File: src/rtl/riscv_muldiv_unit.sv
// Iterative RV32M multiply/divide unit: one bit per cycle over XLEN cycles, tagged valid/ready I/O.
// Define MULDIV_EARLY_OUT_EN to finish divide-by-zero, signed overflow and zero-operand multiplies in one cycle.
module riscv_muldiv_unit #(
    parameter int XLEN  = 32,
    parameter int TAG_W = 5
) (
    input  logic             clock,
    input  logic             reset_n,
    input  logic             flush,
    input  logic             in_valid,
    output logic             in_ready,
    input  logic [2:0]       in_op,
    input  logic [XLEN-1:0]  in_a,
    input  logic [XLEN-1:0]  in_b,
    input  logic [TAG_W-1:0] in_tag,
    output logic             out_valid,
    input  logic             out_ready,
    output logic [XLEN-1:0]  out_result,
    output logic [TAG_W-1:0] out_tag,
    output logic             busy
);
    localparam int            CW   = $clog2(XLEN);
    localparam logic [CW-1:0] LAST = CW'(XLEN - 1);

    typedef enum logic [1:0] {S_IDLE, S_BUSY, S_DONE} state_t;
    typedef enum logic [2:0] {
        OP_MUL, OP_MULH, OP_MULHSU, OP_MULHU, OP_DIV, OP_DIVU, OP_REM, OP_REMU
    } op_t;

    state_t              state, state_next;
    logic [2:0]          op_q;
    logic [TAG_W-1:0]    tag_q;
    logic                neg_q;
    logic [CW-1:0]       count_q;
    logic [2*XLEN-1:0]   work_q;
    logic [XLEN-1:0]     opnd_q;
    logic [XLEN-1:0]     result_q;

    logic                accept;
    logic                sign_a, sign_b, b_zero, neg_in;
    logic [XLEN-1:0]     a_mag, b_mag;
    logic                early_hit;
    logic [XLEN-1:0]     early_result;

    assign in_ready   = (state == S_IDLE);
    assign out_valid  = (state == S_DONE);
    assign busy       = (state != S_IDLE);
    assign out_result = result_q;
    assign out_tag    = tag_q;
    assign accept     = in_valid && in_ready && !flush;

    // Work on magnitudes; the sign is reapplied once the iteration finishes.
    assign sign_a = in_a[XLEN-1] && (in_op == OP_MULH || in_op == OP_MULHSU ||
                                     in_op == OP_DIV  || in_op == OP_REM);
    assign sign_b = in_b[XLEN-1] && (in_op == OP_MULH || in_op == OP_DIV || in_op == OP_REM);
    assign a_mag  = sign_a ? -in_a : in_a;
    assign b_mag  = sign_b ? -in_b : in_b;
    assign b_zero = (in_b == '0);
    // Remainder follows the dividend; a zero divisor must leave the all-ones quotient unnegated.
    assign neg_in = (in_op[2] && in_op[1]) ? sign_a : ((sign_a ^ sign_b) && !(in_op[2] && b_zero));

`ifdef MULDIV_EARLY_OUT_EN
    logic div_ovf;
    assign div_ovf   = (in_op == OP_DIV || in_op == OP_REM) &&
                       (in_a == {1'b1, {(XLEN-1){1'b0}}}) && (&in_b);
    assign early_hit = in_op[2] ? (b_zero || div_ovf) : ((in_a == '0) || b_zero);
    always_comb begin
        early_result = '0;
        if (in_op[2] && b_zero)
            early_result = in_op[1] ? in_a : '1;
        else if (div_ovf)
            early_result = in_op[1] ? '0 : in_a;
    end
`else
    assign early_hit    = 1'b0;
    assign early_result = '0;
`endif

    logic [XLEN:0]     mul_sum, div_shift, div_diff;
    logic              div_ok;
    logic [2*XLEN-1:0] mul_next, div_next, work_next, mul_fixed;
    logic [XLEN-1:0]   div_sel, final_result;

    // NOTE: every combinational output gets a value on every path, so no latch is inferred.
    always_comb begin
        mul_sum   = {1'b0, work_q[2*XLEN-1:XLEN]} + (work_q[0] ? {1'b0, opnd_q} : '0);
        mul_next  = {mul_sum, work_q[XLEN-1:1]};
        div_shift = {work_q[2*XLEN-1:XLEN], work_q[XLEN-1]};
        div_diff  = div_shift - {1'b0, opnd_q};
        div_ok    = !div_diff[XLEN];
        div_next  = {div_ok ? div_diff[XLEN-1:0] : div_shift[XLEN-1:0], work_q[XLEN-2:0], div_ok};
        work_next = op_q[2] ? div_next : mul_next;
        mul_fixed = neg_q ? -mul_next : mul_next;
        div_sel   = op_q[1] ? div_next[2*XLEN-1:XLEN] : div_next[XLEN-1:0];
        if (op_q[2])
            final_result = neg_q ? -div_sel : div_sel;
        else if (op_q[1:0] == 2'd0)
            final_result = mul_fixed[XLEN-1:0];
        else
            final_result = mul_fixed[2*XLEN-1:XLEN];
    end

    always_comb begin
        state_next = state;
        if (flush) begin
            state_next = S_IDLE;
        end else begin
            case (state)
                S_IDLE:  if (accept) state_next = early_hit ? S_DONE : S_BUSY;
                S_BUSY:  if (count_q == LAST) state_next = S_DONE;
                S_DONE:  if (out_ready) state_next = S_IDLE;
                default: state_next = S_IDLE;
            endcase
        end
    end

    // NOTE: sequential state uses non-blocking assignments so every flop samples pre-edge values.
    always_ff @(posedge clock or negedge reset_n) begin
        if (!reset_n)
            state <= S_IDLE;
        else
            state <= state_next;
    end

    always_ff @(posedge clock or negedge reset_n) begin
        if (!reset_n) begin
            op_q     <= '0;
            tag_q    <= '0;
            neg_q    <= 1'b0;
            count_q  <= '0;
            work_q   <= '0;
            opnd_q   <= '0;
            result_q <= '0;
        end else if (accept) begin
            op_q    <= in_op;
            tag_q   <= in_tag;
            neg_q   <= neg_in;
            count_q <= '0;
            // Divide shifts the dividend out of the low half; multiply shifts the multiplier.
            work_q  <= {{XLEN{1'b0}}, in_op[2] ? a_mag : b_mag};
            opnd_q  <= in_op[2] ? b_mag : a_mag;
            if (early_hit)
                result_q <= early_result;
        end else if (state == S_BUSY && !flush) begin
            work_q  <= work_next;
            count_q <= count_q + 1'b1;
            if (count_q == LAST)
                result_q <= final_result;
        end
    end

endmodule

File: config.mk
export PLATFORM = sky130hd
export DESIGN_NAME = riscv_muldiv_unit
export DESIGN_NICKNAME = d
export VERILOG_FILES = /design/src/rtl/riscv_muldiv_unit.sv
export SDC_FILE = /design/constraint.sdc
export NUM_CORES = 1
export LEC_CHECK = 0
export CORE_MARGIN = 2
export CORE_UTILIZATION = 49
export DETAILED_ROUTE_END_ITERATION = 12
export PLACE_DENSITY = 0.69
export SLEW_MARGIN = 40
export SYNTH_ARGS = -nofsm -noshare
export SYNTH_HDL_FRONTEND = slang
export SYNTH_SLANG_ARGS = --single-unit
File: constraint.sdc
create_clock -name clock -period 7.3 [get_ports clock]
set_input_delay 1.46 -clock clock [delete_from_list [all_inputs] [get_ports clock]]
set_output_delay 1.46 -clock clock [all_outputs]
set_load 0.02 [all_outputs]
==> results.tsv <==
stage	metric	value	unit
status	status	finished, final reports clean	
worst_setup_path	startpoint	work_q[31]$_DFFE_PN0P_	
die	start_util	0.500	
synthesis	ys_async_sr_fraction	1.00	
synthesis	syn_area	16300	um2
worst_setup_path	worst-r2r-cell-count	22	
synthesis	ys_seq_elements	144	
die	coreArea	32600	um2
sta	slew_headroom	0.405	
sta	fmax	0.153	GHz
min_path	worstHoldPathCells	2	
power_and_ir_drop	power.switching	0.00423	W
drt	routed_wl	67000	um
synthesis	yosysWarnings	0	
global_route	use_met1	0.475	
power_and_ir_drop	pwr-share-clk	0.128	
power_and_ir_drop	combPwrFrac	0.694	
power_and_ir_drop	swShare	0.567	
place	dp_hpwl	51700	um
worst_setup_path	rr_endpoint	out_result[24]$_DFFE_PN0P_	
global_route	grt_pass1_vias	16900	
synthesis	synth_area_leaders	dfrtp_1 (22%), nand2_1 (6.6%), o21ai_0 (6.4%), a21oi_1 (6.0%), ha_1 (5.4%)	
clock_tree	cts.path.max_buffers	2	
finish	nets	2393	
global_route	grt_usage	0.382	
place	place_congestion	1.00	
worst_setup_path	timing.rr.start	work_q[31]$_DFFE_PN0P_	
drt	vias	17600	
synthesis	synth_top_area_frac	0.221	
worst_setup_path	crit_chain	inv_1 > ha_1 > inv_1 > fa_1 > a211oi_1 > o211ai_1 > nand2_1 > a211oi_2 > or3_1 > nand2_1 > mux2i_1 > nor2_1 > a21oi_1 > ha_1 > o41ai_1 > a211oi_1 > nand4_1 > nand4b_1 > or4_1 > nor4_1 > mux2i_1 > a22oi_1	
min_path	hold_path_startpoint	out_tag[1]$_DFFE_PN0P_	
die	die_y	186	um
die	fp.dieArea	34800	um2
finish	fin_cells	2700	
finish	seq_area	3610	um2
worst_setup_path	cp_max_fo	11	
power_and_ir_drop	pwr_density_cell	407	nW/um2
worst_setup_path	cp.buffers_inverters	2	
die	die_w	186	um
sta	finalHoldWorstSlack	0.472	ns
job	cap_violations	0	
clock_tree	cts-root-buf	clkbuf_16	
place	placed_cells	2667	
sta	fin_crit_sh	0.894	
worst_setup_path	critical_path_required	7.62	ns
sta	final-hold-violation-count	0	
synthesis	yosys.area.top_type	dfrtp_1	
clock_tree	hold_buffers	0	
global_route	grt_pass1_wl	102000	um
synthesis	ys_seq_area_frac	0.221	
synthesis	synth-edff-count	0	
synthesis	syn_avg_cell_area	7.29	um2
drt	drc	0	
sta	layout_min_cycle_time	6.52	ns
worst_setup_path	critical_path.top_delay_family	simple AND/OR/NAND/NOR gates	
synthesis	postSynthCellCount	2236	
finish	multi_input_area	11900	um2
worst_setup_path	worstPathArrival	6.85	ns
global_route	grtUsageMet3	0.0690	
power_and_ir_drop	leakagePower	7.52	nW
worst_setup_path	worstSetupPathType	reg -> reg	
synthesis	yosysUniqueCellTypes	93	
global_route	busiest_layer	met2	
synthesis	synth_nets	2385	
clock_tree	cts_setup_buffers	0	
drt	wire_per_inst	24.8	um
worst_setup_path	cp_slowest_cell	or4_1	
clock_tree	clock-sinks	144	
power_and_ir_drop	p_int	0.00324	W
drt	drt-initial-drc-count	1604	
drt	firstDrtPassIters	6	
sta	tns	0	ns
global_route	met2_usage	0.619	
die	rows	66	
global_route	grt.overflow.total	0	
clock_tree	postCtsResizedCells	0	
finish	drive_above_1_share	0.0541	
synthesis	synth-main-ff-cell	dfrtp_1	
finish	fillers	3217	
power_and_ir_drop	irDropWorstVdd	244	uV
clock_tree	clk_pin_slew_worst_paths	0.08	ns
clock_tree	worst_skew_pair.late_latency	0.47	ns
drt	routed_via_density	6.51	
worst_setup_path	cpPeakStageDelay	0.63	ns
sta	tightest_slew	0.886	ns
global_route	antenna_found_initial	3	
power_and_ir_drop	power	0.00747	W
global_route	grt_max_degree	107	
sta	finClkSkew	0.0144	ns
worst_setup_path	cp-start-kind	flip-flop	
clock_tree	cts_buffers	17	
min_path	min_path_type	reg -> reg	
worst_setup_path	end_kind	flip-flop	
clock_tree	htree_levels	4	
sta	setup_violations	0	
sta	rsz0062_at_grt	no	
clock_tree	cts_tree	done	
power_and_ir_drop	power_frac_seq	0.178	
drt	ant_nets	0	
worst_setup_path	r2r_slack	0.78	ns
finish	area_growth	12.4	%
die	io_pins	117	
place	place.port_buffers	116	
min_path	hold_end	out_tag[1]$_DFFE_PN0P_	
sta	drv_slew	0	
[layer usage]
metal | vias to the layer above | share of wire
met4 | 0 | 0.064
met5 | - | 0
met2 | 872 | 0.45
met1 | 8355 | 0.40
met3 | 197 | 0.079
li1 | 8149 | -
[cells in the mapped netlist (6+ instances only)]
cell type  number
nand2_1       287
o21ai_0       207
nor2_1        198
a21oi_1       197
dfrtp_1       144
clkbuf_1      125
xnor2_1        91
xor2_1         89
ha_1           70
o211ai_1       69
inv_1          66
mux2i_1        65
and2_1         47
nor3_1         45
o31ai_1        40
nand3_1        35
a21o_1         30
a211oi_1       28
a31oi_1        23
or3_1          23
a22o_1         21
nand4_1        21
nor4_1         21
and3_1         18
buf_1          17
o41ai_1        16
buf_2          13
o21a_1         12
nand2b_1       11
nor2b_1        11
or2_2          10
a211o_1         9
nor3b_1         9
or4_1           9
a21boi_0        8
a31o_2          7
o22ai_1         7
o2111ai_1       6
o21ai_1         6
o21bai_1        6
[worst register-to-register path: stages (launching register included)]
cell and delay (ns):
dfrtp_1 0.45, inv_1 0.19, ha_1 0.20, inv_1 0.06, fa_1 0.42, a211oi_1 0.39, o211ai_1 0.14, nand2_1 0.24
a211oi_2 0.19, or3_1 0.61, nand2_1 0.19, mux2i_1 0.26, nor2_1 0.06, a21oi_1 0.17, ha_1 0.21, o41ai_1 0.07
a211oi_1 0.56, nand4_1 0.35, nand4b_1 0.37, or4_1 0.63, nor4_1 0.28, mux2i_1 0.23, a22oi_1 0.09
[per-stage QoR]
step           cell area [um2]  worst slack [ns]   util
2_1_floorplan            16300              1.87      -
3_3_place_gp             17700              1.25  0.541
3_5_place_dp             17700              1.02  0.543
4_1_cts                  18300             0.985  0.561
5_1_grt                  18300             0.345  0.562
6_report                 18300             0.777  0.562
[worst max path at each step]
| stage | to | cells after the start |
|---|---|---|
| 6_report | out_result[24]$_DFFE_PN0P_ | 22 |
| 5_1_grt | out_result[24]$_DFFE_PN0P_ | 22 |
| 4_1_cts | out_result[24]$_DFFE_PN0P_ | 22 |
| 3_5_place_dp | out_result[24]$_DFFE_PN0P_ | 22 |
| 3_3_place_gp | out_result[24]$_DFFE_PN0P_ | 22 |
| 2_1_floorplan | out_result[24]$_DFFE_PN0P_ | 24 |
[logic make-up (layout without fill, tap and decap cells)]
logic type	Yosys count	after routing	share of synthesized area
and+or+nand+nor	786	786	0.232
AOI/OAI and AO/OA	757	757	0.296
buffers and inverters	226	247	0.0541
xor gates and xnor gates	181	181	0.0977
DFF	144	144	0.221
adders and majority gates	72	72	0.0562
muxes	70	70	0.0433
other	0	1	0
[flip-flops by register name, indices dropped and copies added, names as in the netlist]
signal and cells:
neg_q 1, state 2, work_q 64, out_result 32, opnd_q 32, out_tag 5, count_q 5, op_q 3
[cell type report]
type	count	area share
antenna	1	0.000137
inverter	67	0.0137
multi-input combinational	1866	0.647
clock inverter	15	0.0102
tap	442	0.0302
clock buffer	17	0.0232
sequential	144	0.197
timing repair buffer	148	0.0783
[layout by cell type, fill, tap and decap left out, drive strengths merged, types with 8 or more instances in the layout]
master	instances
mux2i	65
ha	70
xor2	90
nor3	47
or4b	8
clkbuf	17
nand4	22
nand2b	11
nand2	287
dfrtp	144
o21ai	213
or3	23
a21oi	197
buf	34
and3	18
a21boi	9
o211ai	69
a211oi	30
inv	75
a21o	30
a31oi	24
nor4	22
nor2	198
nor3b	9
a211o	9
o31ai	41
xnor2	91
nand3	35
clkdlybuf4s50	114
or2	12
o21a	12
o41ai	16
a22o	21
or4	11
nor2b	11
and2	47
[power by group through the flow]
stage,sequential (W),combinational [W],clock (W)
after CTS,0.00131,0.00503,0.000953
after global placement,0.00131,0.00499,0
after detailed placement,0.00132,0.00500,0
after global routing,0.00135,0.00555,0.000988
final,0.00133,0.00518,0.000952
after floorplan,0.00110,0.00354,0
(Power assumes the default switching activity.)
